File: config.mk
export PLATFORM = sky130hd
export DESIGN_NAME = apb_intercon_rr_flat
export DESIGN_NICKNAME = d
export VERILOG_FILES = /design/src/rtl/apb_intercon_rr_if.sv /design/src/rtl/apb_intercon_rr.sv /design/src/flat_wrapper.sv
export SDC_FILE = /design/constraint.sdc
export NUM_CORES = 1
export LEC_CHECK = 0
export CORE_AREA = 3 3 156 158
export DETAILED_ROUTE_END_ITERATION = 12
export DIE_AREA = 0 0 159 161
export GPL_TIMING_DRIVEN = 0
export PLACE_DENSITY = 0.72
export SLEW_MARGIN = 20
export SYNTH_ARGS = -nofsm -noshare
export SYNTH_HDL_FRONTEND = slang
export SYNTH_SLANG_ARGS = --single-unit
File: constraint.sdc
create_clock -name clk -period 5.4 [get_ports clk]
set_input_delay 0.81 -clock clk [delete_from_list [all_inputs] [get_ports clk]]
set_output_delay 0.81 -clock clk [all_outputs]
set_load 0.01 [all_outputs]
File: src/rtl/apb_intercon_rr_if.sv
// apb_intercon_rr_if: core-side and slave-side APB3 buses of the round-robin interconnect
interface apb_intercon_rr_if #(
    parameter int BUS_WIDTH    = 16,
    parameter int DATA_WIDTH   = 16,
    parameter int MASTER_PORTS = 4,
    parameter int SLAVE_PORTS  = 8
);
    logic [MASTER_PORTS*BUS_WIDTH-1:0]  S_PADDR;
    logic [MASTER_PORTS-1:0]            S_PWRITE;
    logic [MASTER_PORTS-1:0]            S_PSELx;
    logic [MASTER_PORTS-1:0]            S_PENABLE;
    logic [MASTER_PORTS*DATA_WIDTH-1:0] S_PWDATA;
    logic [MASTER_PORTS*DATA_WIDTH-1:0] S_PRDATA;
    logic [MASTER_PORTS-1:0]            S_PREADY;
    logic [MASTER_PORTS-1:0]            S_PSLVERR;
    logic [BUS_WIDTH-1:0]               M_PADDR;
    logic                               M_PWRITE;
    logic [SLAVE_PORTS-1:0]             M_PSELx;
    logic                               M_PENABLE;
    logic [DATA_WIDTH-1:0]              M_PWDATA;
    logic [SLAVE_PORTS*DATA_WIDTH-1:0]  M_PRDATA;
    logic [SLAVE_PORTS-1:0]             M_PREADY;
    logic [SLAVE_PORTS-1:0]             M_PSLVERR;

    // master: the interconnect itself; slave: the cores and peripherals around it
    modport master (
        input  S_PADDR, S_PWRITE, S_PSELx, S_PENABLE, S_PWDATA, M_PRDATA, M_PREADY, M_PSLVERR,
        output S_PRDATA, S_PREADY, S_PSLVERR, M_PADDR, M_PWRITE, M_PSELx, M_PENABLE, M_PWDATA
    );
    modport slave (
        output S_PADDR, S_PWRITE, S_PSELx, S_PENABLE, S_PWDATA, M_PRDATA, M_PREADY, M_PSLVERR,
        input  S_PRDATA, S_PREADY, S_PSLVERR, M_PADDR, M_PWRITE, M_PSELx, M_PENABLE, M_PWDATA
    );
endinterface

File: src/rtl/apb_intercon_rr.sv
// apb_intercon_rr: N-master to M-slave APB3 interconnect with round-robin arbitration,
// base/mask address decode, and decode-miss / timeout error responses.
module apb_intercon_rr #(
    parameter int BUS_WIDTH      = 16,
    parameter int DATA_WIDTH     = 16,
    parameter int MASTER_PORTS   = 4,
    parameter int SLAVE_PORTS    = 8,
    parameter logic [SLAVE_PORTS*BUS_WIDTH-1:0] SLAVE_BASE = '0,
    parameter logic [SLAVE_PORTS*BUS_WIDTH-1:0] SLAVE_MASK = '0,
    parameter int TIMEOUT_CYCLES = 255
) (
    input  logic clk,
    input  logic reset,
    apb_intercon_rr_if.master bus,
    output logic busy,
    output logic [(MASTER_PORTS > 1 ? $clog2(MASTER_PORTS) : 1)-1:0] grant_idx
);
    localparam int GW = MASTER_PORTS > 1 ? $clog2(MASTER_PORTS) : 1;
    localparam logic [31:0] TO = TIMEOUT_CYCLES;

    typedef enum logic [1:0] {IDLE, SETUP, ACCESS, RESP} state_t;
    state_t state;

    logic [GW-1:0]                      ptr, gnt_n;
    logic                               found;
    logic [BUS_WIDTH-1:0]               addr_n;
    logic [SLAVE_PORTS-1:0]             dec;
    logic [31:0]                        cnt;
    logic                               acc_rdy, timeout, r_err;
    logic [DATA_WIDTH-1:0]              sdata, r_data;
    logic [MASTER_PORTS-1:0]            rdy_v, err_v;
    logic [MASTER_PORTS*DATA_WIDTH-1:0] rdat_v;

    // first requester at or after the pointer, wrapping
    always_comb begin
        gnt_n = ptr;
        found = 1'b0;
        for (int i = 0; i < MASTER_PORTS; i++) begin
            if (!found && bus.S_PSELx[(int'(ptr) + i) % MASTER_PORTS]) begin
                gnt_n = GW'((int'(ptr) + i) % MASTER_PORTS);
                found = 1'b1;
            end
        end
    end

    // descending scan so the lowest matching slave index wins
    always_comb begin
        addr_n = bus.S_PADDR[gnt_n*BUS_WIDTH +: BUS_WIDTH];
        dec = '0;
        for (int i = SLAVE_PORTS - 1; i >= 0; i--) begin
            if ((addr_n & SLAVE_MASK[i*BUS_WIDTH +: BUS_WIDTH]) == SLAVE_BASE[i*BUS_WIDTH +: BUS_WIDTH])
                dec = SLAVE_PORTS'(1) << i;
        end
    end

    always_comb begin
        sdata = '0;
        for (int i = 0; i < SLAVE_PORTS; i++)
            sdata = sdata | (bus.M_PRDATA[i*DATA_WIDTH +: DATA_WIDTH] & {DATA_WIDTH{bus.M_PSELx[i]}});
        acc_rdy = |(bus.M_PSELx & bus.M_PREADY);
        timeout = (TO != 0) && (cnt + 32'd1 == TO);
        // anything other than a real slave completion is an error with zero data
        r_data  = acc_rdy ? sdata : '0;
        r_err   = acc_rdy ? |(bus.M_PSELx & bus.M_PSLVERR) : 1'b1;
        for (int m = 0; m < MASTER_PORTS; m++) begin
            rdy_v[m] = grant_idx == GW'(m);
            err_v[m] = rdy_v[m] & r_err;
            rdat_v[m*DATA_WIDTH +: DATA_WIDTH] = rdy_v[m] ? r_data : '0;
        end
    end

    always_ff @(posedge clk or posedge reset) begin
        if (reset) begin
            state         <= IDLE;
            ptr           <= '0;
            grant_idx     <= '0;
            cnt           <= '0;
            busy          <= 1'b0;
            bus.M_PADDR   <= '0;
            bus.M_PWRITE  <= 1'b0;
            bus.M_PWDATA  <= '0;
            bus.M_PSELx   <= '0;
            bus.M_PENABLE <= 1'b0;
            bus.S_PREADY  <= '0;
            bus.S_PRDATA  <= '0;
            bus.S_PSLVERR <= '0;
        end else begin
            case (state)
                IDLE: if (found) begin
                    state        <= SETUP;
                    busy         <= 1'b1;
                    grant_idx    <= gnt_n;
                    ptr          <= (gnt_n == GW'(MASTER_PORTS - 1)) ? '0 : gnt_n + 1'b1;
                    bus.M_PADDR  <= addr_n;
                    bus.M_PWRITE <= bus.S_PWRITE[gnt_n];
                    bus.M_PWDATA <= bus.S_PWDATA[gnt_n*DATA_WIDTH +: DATA_WIDTH];
                    bus.M_PSELx  <= dec;
                end
                SETUP: begin
                    state         <= |bus.M_PSELx ? ACCESS : RESP;
                    bus.M_PENABLE <= |bus.M_PSELx;
                    bus.S_PREADY  <= |bus.M_PSELx ? '0 : rdy_v;
                    bus.S_PRDATA  <= |bus.M_PSELx ? '0 : rdat_v;
                    bus.S_PSLVERR <= |bus.M_PSELx ? '0 : err_v;
                end
                ACCESS: begin
                    cnt <= cnt + 32'd1;
                    if (acc_rdy || timeout) begin
                        state         <= RESP;
                        bus.M_PSELx   <= '0;
                        bus.M_PENABLE <= 1'b0;
                        bus.S_PREADY  <= rdy_v;
                        bus.S_PRDATA  <= rdat_v;
                        bus.S_PSLVERR <= err_v;
                    end
                end
                default: begin
                    state         <= IDLE;
                    busy          <= 1'b0;
                    cnt           <= '0;
                    bus.S_PREADY  <= '0;
                    bus.S_PRDATA  <= '0;
                    bus.S_PSLVERR <= '0;
                end
            endcase
        end
    end

    a_penable_needs_psel: assert property (@(posedge clk) disable iff (reset)
        (bus.S_PENABLE & ~bus.S_PSELx) == '0);
endmodule

File: src/flat_wrapper.sv
// flat-port wrapper written by rule: the top's interface ports become plain ports
module apb_intercon_rr_flat 
#(
    parameter int BUS_WIDTH      = 16,
    parameter int DATA_WIDTH     = 16,
    parameter int MASTER_PORTS   = 4,
    parameter int SLAVE_PORTS    = 8,
    parameter logic [SLAVE_PORTS*BUS_WIDTH-1:0] SLAVE_BASE = '0,
    parameter logic [SLAVE_PORTS*BUS_WIDTH-1:0] SLAVE_MASK = '0,
    parameter int TIMEOUT_CYCLES = 255
)
  (clk, reset, busy, grant_idx, bus_S_PADDR, bus_S_PWRITE, bus_S_PSELx, bus_S_PENABLE, bus_S_PWDATA, bus_M_PRDATA, bus_M_PREADY, bus_M_PSLVERR, bus_S_PRDATA, bus_S_PREADY, bus_S_PSLVERR, bus_M_PADDR, bus_M_PWRITE, bus_M_PSELx, bus_M_PENABLE, bus_M_PWDATA);
  apb_intercon_rr_if #(.BUS_WIDTH(BUS_WIDTH), .DATA_WIDTH(DATA_WIDTH), .MASTER_PORTS(MASTER_PORTS), .SLAVE_PORTS(SLAVE_PORTS)) bus_i ();
  input  logic clk;
  input  logic reset;
  output logic busy;
  output logic [(MASTER_PORTS > 1 ? $clog2(MASTER_PORTS) : 1)-1:0] grant_idx;
  input wire logic [$bits(bus_i.S_PADDR)-1:0] bus_S_PADDR;
  input wire logic [$bits(bus_i.S_PWRITE)-1:0] bus_S_PWRITE;
  input wire logic [$bits(bus_i.S_PSELx)-1:0] bus_S_PSELx;
  input wire logic [$bits(bus_i.S_PENABLE)-1:0] bus_S_PENABLE;
  input wire logic [$bits(bus_i.S_PWDATA)-1:0] bus_S_PWDATA;
  input wire logic [$bits(bus_i.M_PRDATA)-1:0] bus_M_PRDATA;
  input wire logic [$bits(bus_i.M_PREADY)-1:0] bus_M_PREADY;
  input wire logic [$bits(bus_i.M_PSLVERR)-1:0] bus_M_PSLVERR;
  output wire logic [$bits(bus_i.S_PRDATA)-1:0] bus_S_PRDATA;
  output wire logic [$bits(bus_i.S_PREADY)-1:0] bus_S_PREADY;
  output wire logic [$bits(bus_i.S_PSLVERR)-1:0] bus_S_PSLVERR;
  output wire logic [$bits(bus_i.M_PADDR)-1:0] bus_M_PADDR;
  output wire logic [$bits(bus_i.M_PWRITE)-1:0] bus_M_PWRITE;
  output wire logic [$bits(bus_i.M_PSELx)-1:0] bus_M_PSELx;
  output wire logic [$bits(bus_i.M_PENABLE)-1:0] bus_M_PENABLE;
  output wire logic [$bits(bus_i.M_PWDATA)-1:0] bus_M_PWDATA;
  assign bus_i.S_PADDR = bus_S_PADDR;
  assign bus_i.S_PWRITE = bus_S_PWRITE;
  assign bus_i.S_PSELx = bus_S_PSELx;
  assign bus_i.S_PENABLE = bus_S_PENABLE;
  assign bus_i.S_PWDATA = bus_S_PWDATA;
  assign bus_i.M_PRDATA = bus_M_PRDATA;
  assign bus_i.M_PREADY = bus_M_PREADY;
  assign bus_i.M_PSLVERR = bus_M_PSLVERR;
  assign bus_S_PRDATA = bus_i.S_PRDATA;
  assign bus_S_PREADY = bus_i.S_PREADY;
  assign bus_S_PSLVERR = bus_i.S_PSLVERR;
  assign bus_M_PADDR = bus_i.M_PADDR;
  assign bus_M_PWRITE = bus_i.M_PWRITE;
  assign bus_M_PSELx = bus_i.M_PSELx;
  assign bus_M_PENABLE = bus_i.M_PENABLE;
  assign bus_M_PWDATA = bus_i.M_PWDATA;
  apb_intercon_rr #(.BUS_WIDTH(BUS_WIDTH), .DATA_WIDTH(DATA_WIDTH), .MASTER_PORTS(MASTER_PORTS), .SLAVE_PORTS(SLAVE_PORTS), .SLAVE_BASE(SLAVE_BASE), .SLAVE_MASK(SLAVE_MASK), .TIMEOUT_CYCLES(TIMEOUT_CYCLES)) u_core (.clk(clk), .reset(reset), .bus(bus_i), .busy(busy), .grant_idx(grant_idx));
endmodule
==> results of run 1 <==
-- worst max-delay path: stages, from the launching register on --
cell      delay [ns]
dfrtp_1         0.46
ha_1            0.29
nand3_2         0.20
nor2_1          0.57
nand4_1         0.28
xnor2_1         0.18
or4_1           0.54
nor4_4          0.39
nor2_2          0.18
clkbuf_1        0.28
a32o_1          0.30
-- layout make-up --
cell class	count	area (um2)
sequential	146	3654
timing repair buffer	266	2680
inverter	12	52.55
buffer	76	342.8
fill	2255	11650
multi-input combinational	695	3885
tap	319	399.1
clock inverter	15	170.2
clock buffer	17	425.4
-- layer usage --
layer,GRT usage (%),vias to the layer above
met4,5.969,0
met5,0,-
met2,36.12,343
li1,-,3848
met3,5.925,38
met1,26.60,3882
-- logic make-up (layout without fill, tap and decap cells) --
kind of cell | after synthesis | count (layout) | synth area share [%]
simple gates | 438 | 438 | 25.51
xor+xnor | 11 | 11 | 1.220
flops | 146 | 146 | 46.26
compound gates | 223 | 223 | 19.71
fa+ha+maj | 6 | 6 | 0.9505
mux | 10 | 10 | 1.394
other cells | 1 | 7 | 0.04748
buf+inv | 88 | 386 | 4.911
-- through the flow --
stage          TNS, ns  std cells  instance area, um2  utilization (%)  hold slack, ns
5_1_grt              0       1546               11610            49.90          0.5015
3_3_place_gp   -223.06       1513               10970            47.17          0.4616
3_5_place_dp         0       1514               11010            47.34          0.4692
2_1_floorplan        0        929                7920                -          0.5090
6_report             0       1546               11610            49.90          0.4786
4_1_cts              0       1546               11610            49.90          0.4843
-- cell usage after synthesis (all sizes together) (6+ instances only) --
cell type	n
a21oi	11
a22o	42
a32o	27
buf	22
clkbuf	54
dfrtp	146
ha	6
inv	12
mux2	8
nand2	168
nand3	52
nand4	16
nor2	136
nor3	11
nor4	14
o21ai	93
o31ai	19
or3	10
xnor2	7
-- path summary, 6_finish.rpt --
check | slack (ns) | startpoint | cells past startpoint | end
max in group asynchronous | 3.81 | reset | 3 | u_core.bus.S_PRDATA[27]
min in group asynchronous | 0.83 | reset | 2 | u_core.bus.M_PWDATA[9]
worst max register to register | 1.62 | u_core.cnt[0] | 10 | u_core.bus.S_PRDATA[46]
worst max-delay path | 1.62 | u_core.cnt[0] | 10 | u_core.bus.S_PRDATA[46]
worst min-delay path | 0.48 | u_core.bus.M_PADDR[9] | 2 | u_core.bus.M_PADDR[9]
worst min register to register | 0.48 | u_core.bus.M_PADDR[9] | 2 | u_core.bus.M_PADDR[9]
-- sequential cells by signal, indices dropped and copies added, names as in the netlist --
register              count
u_core.bus.M_PSELx        1
u_core.bus.S_PSLVERR      4
u_core.cnt               32
u_core.grant_idx          2
u_core.state              2
u_core.busy               1
u_core.bus.M_PWDATA      16
u_core.ptr                2
u_core.bus.M_PADDR       16
u_core.bus.M_PENABLE      1
u_core.bus.M_PWRITE       1
u_core.bus.S_PRDATA      64
u_core.bus.S_PREADY       4
-- power by group through the flow --
stage / Clock, W / Combinational [W] / Sequential (W)
6_report: 0.00119 / 0.00234 / 0.00146
5_1_grt: 0.00126 / 0.00256 / 0.00149
4_1_cts: 0.00121 / 0.00234 / 0.00146
3_5_place_dp: 0 / 0.00234 / 0.00148
3_3_place_gp: 0 / 0.00230 / 0.00147
2_1_floorplan: 0 / 0.00119 / 0.00154
==> impl_metrics.env, run 1 <==
export IMPL_drive_gt1_share_pct=6.927
export IMPL_post_drt_wl_per_cell_um=18.27
export IMPL_synth_area_top_cells="dfrtp_1 46%, nand2_1 8.0%, nor2_1 6.4%"
export IMPL_internal_power_w=0.002856
export IMPL_grt_pass1_vias=7698
export IMPL_dr_max_layer_used="met4"
export IMPL_drtAntennaViolNets=0
export IMPL_rsz0062_at_grt="no"
export IMPL_antenna_found_initial=0
export IMPL_cts_resized=0
export IMPL_cts_buffers=17
export IMPL_combPwrFrac_pct=46.8
export IMPL_drt_iter0_markers=576
export IMPL_wl_met2_mm=13.83
export IMPL_path_max_fanout=10
export IMPL_io_pins=403
export IMPL_avgViaCountPerCell=5.246
export IMPL_fin_worst_skew_ns=0.01691
export IMPL_die_w_um=159
export IMPL_postSynthAreaPerCell_um2=8.556
export IMPL_p_sw_share_pct=42.80
export IMPL_route_detailed_drc=0
export IMPL_synth_cell_types=62
export IMPL_dieHeight_um=161
export IMPL_slew_headroom_pct=46.39
export IMPL_cp_end_kind="flop"
export IMPL_clockRootBuffer="clkbuf_16"
export IMPL_start_util_pct=33.95
export IMPL_tightestPinTransition_ns=0.7976
export IMPL_critical_path_class="flop to flop"
export IMPL_cts_sink_count=146
export IMPL_timing_final_crit_period_ns=3.778
export IMPL_final_cell_mix="265 x clkdlybuf4s50_1, 168 x nand2_1, 146 x dfrtp_1"
export IMPL_pwr_share_clk_pct=23.9
export IMPL_hold_violations=0
export IMPL_rows=56
export IMPL_wl_met3_mm=2.203
export IMPL_clk_pin_slew_ns=0.07
export IMPL_core_area_um2=23260
export IMPL_finalPower_w=0.004994
export IMPL_design_die_area_um2=25600
export IMPL_async_reset_ff_share_pct=100.0
export IMPL_fmax_ghz=0.2647
export IMPL_hold_buffers=0
export IMPL_htree_levels=4
export IMPL_post_route_period_util_pct=69.97
export IMPL_setup_slack_ns=1.622
export IMPL_antenna_cells=0
export IMPL_crit_path_start_kind="flop"
export IMPL_final_common_cell="clkdlybuf4s50_1"
export IMPL_wl_met1_mm=11.63
export IMPL_pre_cts_slack_ns=1.394
export IMPL_syn_area_um2=7898
export IMPL_worstHoldPathType="flop to flop"
export IMPL_yosysTopAreaCell="dfrtp_1"
export IMPL_setup_violations_final=0
export IMPL_dr_total_vias=8111
export IMPL_grt_overflow=0
export IMPL_ys_ff_latch=146
export IMPL_synth_flop_cell="dfrtp_1"
export IMPL_synth_seq_area_share_pct=46.26
export IMPL_postSynthCellCount=923
export IMPL_wl_mm=28.25
export IMPL_grt_max_degree=79
export IMPL_p_sw_w=0.002138
export IMPL_cts_max_path_buffers=2
export IMPL_finalNetCount=1506
export IMPL_peakVddDrop_mv=0.2268
export IMPL_cts_tree="built"
export IMPL_power_density_nw_per_um2=430.2
export IMPL_status="complete, no violations"
export IMPL_max_cap_violations=0
export IMPL_dp_hpwl_mm=21.39
export IMPL_synth_top_area_share_pct=46.26
export IMPL_worstPathRequired_ns=5.70
export IMPL_area_growth_pct=46.99
export IMPL_synth_edf_count=0
export IMPL_drt_first_pass_iters=5
export IMPL_grt_pass1_wl_mm=43.23
export IMPL_sequentialPowerShare_pct=29.3
export IMPL_power_leakage_nw=4.925
export IMPL_cp_arrival_ns=4.08
export IMPL_track_usage_pct=21.23
export IMPL_clock_latency_ns=0.43
export IMPL_place_congestion=0.9564
export IMPL_synth_warning_count=0
export IMPL_io_buffers=265
export IMPL_drv_slew=0
export IMPL_cts_setup_buffers=0
Note: power is estimated with default switching activity, not from simulation.
==> run 2, diff against run 1 <==
- clock period: 5.4 -> 3.9 ns (I/O delays scaled with it)
==> run 2 against run 1 <==
Net effect:
- non-clock buffer count up 4
- cell area rose by 1.3%
- sequential share of layout area decreased by 0.41 points
- setup slack got worse by 1.3 ns
- combinational power increased by 36%
- clock skew is 0.0058 ns lower
- global-route usage is 0.24 points lower
- sequential power grew 38%
- die area did not move
==> impl_metrics.env, run 2 (synthesis results as in run 1) <==
export IMPL_power_leakage_nw=5.014
export IMPL_peakVddDrop_mv=0.3207
export IMPL_grt_overflow=0
export IMPL_post_route_period_util_pct=91.56
export IMPL_worst_hold_path_num_cells=2
export IMPL_cts_setup_buffers=0
export IMPL_ff2ff_path_depth=10
export IMPL_antenna_found_initial=1
export IMPL_fin_hold_ws_ns=0.4818
export IMPL_grt_pass1_vias=7841
export IMPL_hold_buffers=0
export IMPL_grt_max_degree=35
export IMPL_cts_max_path_buffers=2
export IMPL_area_growth_pct=48.92
export IMPL_hold_violations=0
export IMPL_finalInstanceArea_um2=11760
export IMPL_path_max_fanout=10
export IMPL_r2r_setup_slack_ns=0.33
export IMPL_worstPathRequired_ns=4.21
export IMPL_power_density_nw_per_um2=595.0
export IMPL_final_common_cell="clkdlybuf4s50_1"
export IMPL_design_die_area_um2=25600
export IMPL_critical_path_class="flop to flop"
export IMPL_fmax_ghz=0.2800
export IMPL_rsz0062_at_grt="no"
export IMPL_io_buffers=265
export IMPL_place_area_um2=11100
export IMPL_dr_total_vias=8110
export IMPL_pwr_share_clk_pct=25.5
export IMPL_drv_slew=0
export IMPL_track_usage_pct=20.99
export IMPL_cp_end_kind="flop"
export IMPL_core_area_um2=23260
export IMPL_drt_first_pass_iters=6
export IMPL_nFillCells=2232
export IMPL_crit_path_start_kind="flop"
export IMPL_drtAntennaViolNets=0
export IMPL_sequentialPowerShare_pct=28.8
export IMPL_place_inst=1518
export IMPL_die_w_um=159
export IMPL_slew_headroom_pct=45.01
export IMPL_clockRootBuffer="clkbuf_16"
export IMPL_reg_largest_list="u_core.bus.S_PRDATA x64, u_core.cnt x32"
export IMPL_drive_gt1_share_pct=7.311
export IMPL_dieHeight_um=161
export IMPL_cts_buffers=17
export IMPL_htree_levels=4
export IMPL_finalNetCount=1510
export IMPL_rows=56
export IMPL_avgViaCountPerCell=5.229
export IMPL_internal_power_w=0.004093
export IMPL_max_cap_violations=0
export IMPL_rr_endpoint="u_core.bus.S_PRDATA[35]"
export IMPL_combPwrFrac_pct=45.6
export IMPL_startpoint="u_core.cnt[1]"
export IMPL_start_util_pct=33.95
export IMPL_p_sw_share_pct=41.51
export IMPL_tightestPinTransition_ns=0.8180
export IMPL_regMostFlops="u_core.bus.S_PRDATA"
export IMPL_final_cell_mix="265 x clkdlybuf4s50_1, 168 x nand2_1, 146 x dfrtp_1"
export IMPL_setup_violations_final=0
export IMPL_p_sw_w=0.002905
export IMPL_fin_cells=1551
export IMPL_place_congestion=0.9320
export IMPL_critPathCapture="u_core.bus.S_PRDATA[35]"
export IMPL_io_pins=403
export IMPL_worstHoldPathType="flop to flop"
export IMPL_largest_reg_flops=64
export IMPL_cts_sink_count=146
export IMPL_post_drt_wl_per_cell_um=17.87
export IMPL_fin_worst_skew_ns=0.01108
export IMPL_fin_setup_tns_ns=0
export IMPL_cts_tree="built"
export IMPL_clock_latency_ns=0.43
export IMPL_clk_pin_slew_ns=0.07
export IMPL_cp_arrival_ns=3.88
export IMPL_drt_iter0_markers=502
export IMPL_timing_final_crit_period_ns=3.571
export IMPL_route_detailed_drc=0
export IMPL_r2r_start="u_core.cnt[1]"
export IMPL_dp_hpwl_mm=21.32
export IMPL_wl_mm=27.72
export IMPL_grt_pass1_wl_mm=43.17
export IMPL_status="complete, no violations"
==> run 2: cell count changes in the layout (fill, tap and decap cells not counted) <==
cell        delta
buf_12         +3
nor2_1         -1
nor4_2         -2
clkinv_2       -1
diode_2        +1
buf_16         +1
bufinv_16      +2
nor2_2         +1
nor4_4         +2
inv_8          -1
clkinv_4       -1
clkinvlp_4     +1
==> run 2: critical path, stage by stage (launching register included) <==
cell and delay [ns]:
dfrtp_1 0.45, ha_1 0.29, nand3_2 0.21, nor2_2 0.39, nand4_1 0.24, xnor2_1 0.18, or4_1 0.59, nor4_4 0.38
nor2_2 0.17, clkbuf_1 0.27, a32o_1 0.29
==> run 2: through the flow <==
stage / total power, W / utilization (%) / worst slack [ns]
final: 0.006998 / 50.56 / 0.3292
after global routing: 0.007474 / 50.56 / 0.05469
after CTS: 0.007043 / 50.46 / 0.1711
after detailed placement: 0.005239 / 47.70 / 0.2085
after global placement: 0.005166 / 47.18 / 0.1679
after floorplan: 0.003768 / - / 0.8311
==> run 2: final cells by class <==
class                      instances  area, um2  share of cell area (%)
clock buffer                      17      425.4                   3.617
inverter                          12      48.80                  0.4149
clock inverter                    15      216.5                   1.840
multi-input combinational        695       3905                   33.20
tap                              319      399.1                   3.394
buffer                            76      342.8                   2.915
timing repair buffer             270       2768                   23.53
antenna                            1      2.502                 0.02128
sequential                       146       3654                   31.06
==> run 2: layer usage <==
| metal | track usage [%] | wire length, um |
|---|---|---|
| met5 | 0 | 0 |
| met3 | 5.283 | 2158 |
| met1 | 26.10 | 11460 |
| met4 | 6.685 | 578 |
| met2 | 36.01 | 13520 |
==> run 2: worst min-delay path by stage <==
stage,start,to,slack (ns)
after global placement,u_core.bus.M_PADDR[12],u_core.bus.M_PADDR[12],0.46
final,u_core.bus.M_PWDATA[5],u_core.bus.M_PWDATA[5],0.48
after floorplan,u_core.cnt[6],u_core.cnt[6],0.51
after CTS,reset,u_core.bus.S_PRDATA[29],0.49
after global routing,u_core.bus.M_PWDATA[7],u_core.bus.M_PWDATA[7],0.51
after detailed placement,u_core.bus.M_PADDR[12],u_core.bus.M_PADDR[12],0.47
==> run 2: power groups by stage <==
stage               combinational (W)  clock (W)  sequential (W)
floorplan                     0.00164          0         0.00213
global placement              0.00314          0         0.00203
detailed placement            0.00320          0         0.00204
CTS                           0.00321    0.00181         0.00202
global route                  0.00354    0.00188         0.00206
finish                        0.00319    0.00179         0.00202
==> run 2: what timing repair did <==
action | in CTS | in global routing
setup endpoints to repair | 0 | 50
resized for setup | 0 | 3
endpoints found under the hold margin | 0 | 0
==> RTL edit 1: new RTL, config.mk and constraints of run 1 <==
Make the reset (`reset`) synchronous in one clocked block.
--- a/src/rtl/apb_intercon_rr.sv
+++ b/src/rtl/apb_intercon_rr.sv
@@ -70,5 +70,5 @@
     end
 
-    always_ff @(posedge clk or posedge reset) begin
+    always_ff @(posedge clk) begin
         if (reset) begin
             state         <= IDLE;
Behaviour: not the same (Yosys sat finds a counterexample within 4 cycles, from zero or initial values and one cycle with reset high; the reset may be asserted at any time).
==> RTL edit 1 against run 1 <==
- die area unchanged
- highest routed layer is now met5
- critical path type unchanged
- area after synthesis shrank 5.4%
- sequential share of layout area decreased by 5.2 points
- sequential cell count unchanged
- cell area down 4.0%
- worst setup slack got worse by 0.098 ns
- largest cell class unchanged
- power fell by 15%
- wire length is 3.3% lower
- non-clock buffer count unchanged
- synthesized cell count down 8.8%
==> RTL edit 1: results (changes against run 1) <==
The wire length of the first global-routing pass is 42.4 mm (was 43.2 mm). The total net switching power was 1.62 mW (was 2.14 mW). The post-synthesis share of cell area spent on xor and xnor gates is 1.31% (was 1.22%). The number of antenna diodes was 1 (was 0). The count of non-CTS inverters in the layout came out at 11 (was 12). The final clock skew is 0.0152 ns (was 0.0169 ns). The portion of the layout cell area used by clock cells was 5.23% (was 5.13%).

Run status: finished, final reports clean (unchanged). The adder-cell share of the synthesized area is 1.17% (was 0.951%). The portion of the post-synthesis area used by sequential elements is 39.1% (was 46.3%). The initial antenna violation count is 5 (was 0). The number of combinational gates with multiple inputs is 615 (was 695). The slowest cell on the critical path is sky130_fd_sc_hd__nor4_1 (was sky130_fd_sc_hd__nor2_1). The number of filler cells placed in the layout is 2303 (was 2255). The global-route usage over all layers came out at 21.0% (was 21.2%). The maximum number of pins on one net before global-route repair is 18 (was 79).

The count of vias placed by the detailed router is 7691 (was 8111). The mux contribution to synthesized area was 11.8% (was 1.39%). The leakage dissipation is 3.97 nW (was 4.93 nW).

The final estimated routing congestion in global placement was 0.947 (was 0.956). The via count of the first global-routing pass is 7587 (was 7698). The fraction of registers with async set or reset after synthesis came out at 0% (was 100%).

The net count of the finished layout is 1426 (was 1506). The detailed placement HPWL is 21.2 mm (was 21.4 mm). Cell types occupying the most area after synthesis: sky130_fd_sc_hd__dfxtp_1 (39%), sky130_fd_sc_hd__mux4_2 (10%), sky130_fd_sc_hd__a22o_1 (7.5%) (was sky130_fd_sc_hd__dfrtp_1 (46%), sky130_fd_sc_hd__nand2_1 (8.0%), sky130_fd_sc_hd__nor2_1 (6.4%)).

The headroom to the max-slew limit is 43.0% (was 46.4%). The buffering overhead came to 27.2% (was 26.0%). The number of DRC markers after the initial detailed-route iteration is 490 (was 576). The length of the first detailed-routing pass in iterations was 6 (was 5). The layout cell share with drive strength beyond 1 came out at 9.08% (was 6.93%). The data arrival at the endpoint of the critical path was 4.19 ns (was 4.08 ns).
[RTL edit 1: power by group through the flow]
stage	Combinational [mW]	Sequential [mW]	Clock [mW]
after detailed placement	1.78	1.32	0
after global routing	1.96	1.31	1.23
final	1.77	1.30	1.17
after floorplan	1.02	1.36	0
after CTS	1.79	1.30	1.18
after global placement	1.76	1.31	0
[RTL edit 1: logic make-up after synthesis]
kind of cell / after synthesis
AND/OR/NAND/NOR: 343
AO/OA/AOI/OAI: 202
flip-flops: 146
buffers and inverters: 87
multiplexers: 47
XOR/XNOR: 9
adder cells (fa/ha/maj): 7
other: 1
[RTL edit 1: final timing paths]
check,startpoint,end,slack (ns)
max,u_core.cnt[0],u_core.bus.S_PRDATA[36],1.52
min,u_core.bus.M_PWDATA[4],u_core.bus.M_PWDATA[4],0.46
max reg2reg,u_core.cnt[0],u_core.bus.S_PRDATA[36],1.52
min reg2reg,u_core.bus.M_PWDATA[4],u_core.bus.M_PWDATA[4],0.46
[RTL edit 1: critical path, delay by kind of cell (launching register included)]
family | cells | cell delay [ns]
AND/OR/NAND/NOR | 5 | 2.18
AO/OA/AOI/OAI | 3 | 0.65
flip-flops | 1 | 0.40
adder cells (fa/ha/maj) | 1 | 0.32
buffers and inverters | 1 | 0.20
[RTL edit 1: metal layers]
metal  global-route usage, %  up-vias  routed length (microns)
met3                    5.28       43                     2230
met2                    35.5      345                    13000
met4                    6.49        2                      587
met5                       0        -                       13
met1                    26.4     3661                    11500
li1                        -     3640                        -
[RTL edit 1: through the flow]
step                      area, sq um  std cells  setup WS (ns)
after floorplan                  7490        848           2.28
after global placement          10500       1432           1.21
after detailed placement        10600       1433           1.63
after CTS                       11100       1465           1.56
after global routing            11100       1466           1.21
final                           11100       1466           1.52
==> RTL edit 2: new RTL, flow settings as in run 1 <==
Made on the original files. `BUS_WIDTH` is set to 16 in 3 places; all go to 20.
--- a/src/rtl/apb_intercon_rr_if.sv
+++ b/src/rtl/apb_intercon_rr_if.sv
@@ -1,5 +1,5 @@
 // apb_intercon_rr_if: core-side and slave-side APB3 buses of the round-robin interconnect
 interface apb_intercon_rr_if #(
-    parameter int BUS_WIDTH    = 16,
+    parameter int BUS_WIDTH    = 20,
     parameter int DATA_WIDTH   = 16,
     parameter int MASTER_PORTS = 4,
--- a/src/rtl/apb_intercon_rr.sv
+++ b/src/rtl/apb_intercon_rr.sv
@@ -2,5 +2,5 @@
 // base/mask address decode, and decode-miss / timeout error responses.
 module apb_intercon_rr #(
-    parameter int BUS_WIDTH      = 16,
+    parameter int BUS_WIDTH      = 20,
     parameter int DATA_WIDTH     = 16,
     parameter int MASTER_PORTS   = 4,
--- a/src/flat_wrapper.sv
+++ b/src/flat_wrapper.sv
@@ -2,5 +2,5 @@
 module apb_intercon_rr_flat 
 #(
-    parameter int BUS_WIDTH      = 16,
+    parameter int BUS_WIDTH      = 20,
     parameter int DATA_WIDTH     = 16,
     parameter int MASTER_PORTS   = 4,
Ports: changed (resized bus_M_PADDR and bus_S_PADDR); port bits go from 403 to 423. No check against the original RTL was run, so the function may have changed too.
==> RTL edit 2 against run 1 <==
- sequential cell count grew 4
- cell area grew 5.2%
- wire length grew 19%
- die area is the same
- critical endpoint is now u_core.bus.S_PREADY[2]
- core utilization grew 2.6 points
- worst setup slack lost 0.92 ns
- area after synthesis grew 4.6%
- power grew 4.3%
- sequential power grew 3%
- worst hold slack gained 0.029 ns
==> RTL edit 2: results (changes against run 1) <==
Cell types occupying the most area after synthesis: sky130_fd_sc_hd__dfrtp_1 (45%), sky130_fd_sc_hd__mux4_2 (10%), sky130_fd_sc_hd__a32o_1 (7.9%) (was sky130_fd_sc_hd__dfrtp_1 (46%), sky130_fd_sc_hd__nand2_1 (8.0%), sky130_fd_sc_hd__nor2_1 (6.4%)). The distinct cell type count after synthesis came to 56 (was 62). The clock group power is 1.24 mW (was 1.19 mW). The number of combinational gates with multiple inputs came out at 503 (was 695).

The part of the power in registers came out at 29.1% (was 29.3%). The wire length of the first global-routing pass came out at 48.9 mm (was 43.2 mm). The detailed placement HPWL is 26.6 mm (was 21.4 mm). The top layer reached by signal wires is met5 (was met4).

The met3 wire length was 3.13 mm (was 2.20 mm). The leakage dissipation was 4.80 nW (was 4.93 nW). The portion of the post-synthesis area used by sequential elements is 45.4% (was 46.3%).

The layout cell share with drive strength beyond 1 is 14.2% (was 6.93%). The number of sequential cells in the layout was 150 (was 146). The maximum number of pins on one net before global-route repair came out at 77 (was 79). The slowest cell on the critical path was sky130_fd_sc_hd__or4b_2 (was sky130_fd_sc_hd__nor2_1). The delay of the slowest cell on the worst path came to 0.79 ns (was 0.57 ns). The global-route usage over all layers came out at 25.6% (was 21.2%).

The sequential cell area share was 30.7% (was 31.5%). Run status: finished, final reports clean (unchanged). The actual transition at the worst max-transition pin came to 1.12 ns (was 0.798 ns).

Top post-synthesis cells by count: sky130_fd_sc_hd__dfrtp_1 (150), sky130_fd_sc_hd__a32o_1 (65), sky130_fd_sc_hd__nand2_1 (55) (was sky130_fd_sc_hd__nand2_1 (168), sky130_fd_sc_hd__dfrtp_1 (146), sky130_fd_sc_hd__nor2_1 (135)). The final estimated routing congestion in global placement is 0.922 (was 0.956). The count of vias placed by the detailed router came out at 7827 (was 8111). The length of the first detailed-routing pass in iterations came out at 7 (was 5). The via count of the first global-routing pass came to 7705 (was 7698). The met1 routed wirelength after detailed routing is 14.1 mm (was 11.6 mm). The total of buffers placed on input and output ports came to 285 (was 265). Biggest registers after layout: u_core.bus.S_PRDATA (64), u_core.cnt (32), u_core.bus.M_PADDR (20) (was u_core.bus.S_PRDATA (64), u_core.cnt (32)). The number of filler cells placed in the layout is 2136 (was 2255). The final clock skew is 0.0135 ns (was 0.0169 ns).

The number of antenna diodes came out at 2 (was 0). The non-clock buffer instance count of the final layout came to 362 (was 342). The data arrival at the endpoint of the critical path came out at 4.99 ns (was 4.08 ns). The maximum resistive drop on vdd was 0.191 mV (was 0.227 mV). The net count of the finished layout is 1355 (was 1506).

The part of the total power dissipated in combinational logic came out at 47.2% (was 46.8%). The switching share of total power came to 40.1% (was 42.8%). The average wire length per cell after detail routing came out at 24.3 microns (was 18.3 microns).
[RTL edit 2: cell count changes in the layout (fill, tap and decap cells not counted), sizes merged, moves of 37 or more]
cell   before  now
mux4        0   37
nand2     168   56
a32o       27   65
nor2      136   31
o21ai      93   33
[RTL edit 2: cells by family after synthesis]
logic type	after synthesis	share of synthesized area [%]
multiplexers	86	16.7
adder cells (fa/ha/maj)	7	1.06
AND/OR/NAND/NOR	223	14.8
buffers and inverters	88	5.03
other	1	0.0454
AO/OA/AOI/OAI	170	15.9
flip-flops	150	45.4
XOR/XNOR	10	1.06
[RTL edit 2: metal layers]
metal / vias to the layer above / GRT usage (%)
li1: 3469 / -
met1: 3872 / 33.2
met2: 440 / 41.5
met3: 40 / 7.77
met4: 6 / 8.08
met5: - / 0
[RTL edit 2: path summary, 6_finish.rpt]
kind	from	to	slack, ns	cells after the start
worst max-delay path	u_core.cnt[1]	u_core.bus.S_PREADY[2]	0.71	11
worst min-delay path	u_core.bus.M_PADDR[13]	u_core.bus.M_PADDR[13]	0.51	1
worst max register to register	u_core.cnt[1]	u_core.bus.S_PREADY[2]	0.71	11
worst min register to register	u_core.bus.M_PADDR[13]	u_core.bus.M_PADDR[13]	0.51	1
max in group asynchronous	reset	u_core.bus.S_PRDATA[19]	3.80	3
min in group asynchronous	reset	u_core.bus.S_PSLVERR[2]	0.83	2
[RTL edit 2: per-stage QoR]
stage | area [sq um] | std cells | setup slack [ns]
after floorplan | 8290 | 741 | 0.554
after global placement | 11500 | 1345 | -1.74
after detailed placement | 11600 | 1346 | 0.804
after CTS | 12200 | 1378 | 0.787
after global routing | 12200 | 1379 | 0.408
final | 12200 | 1380 | 0.706
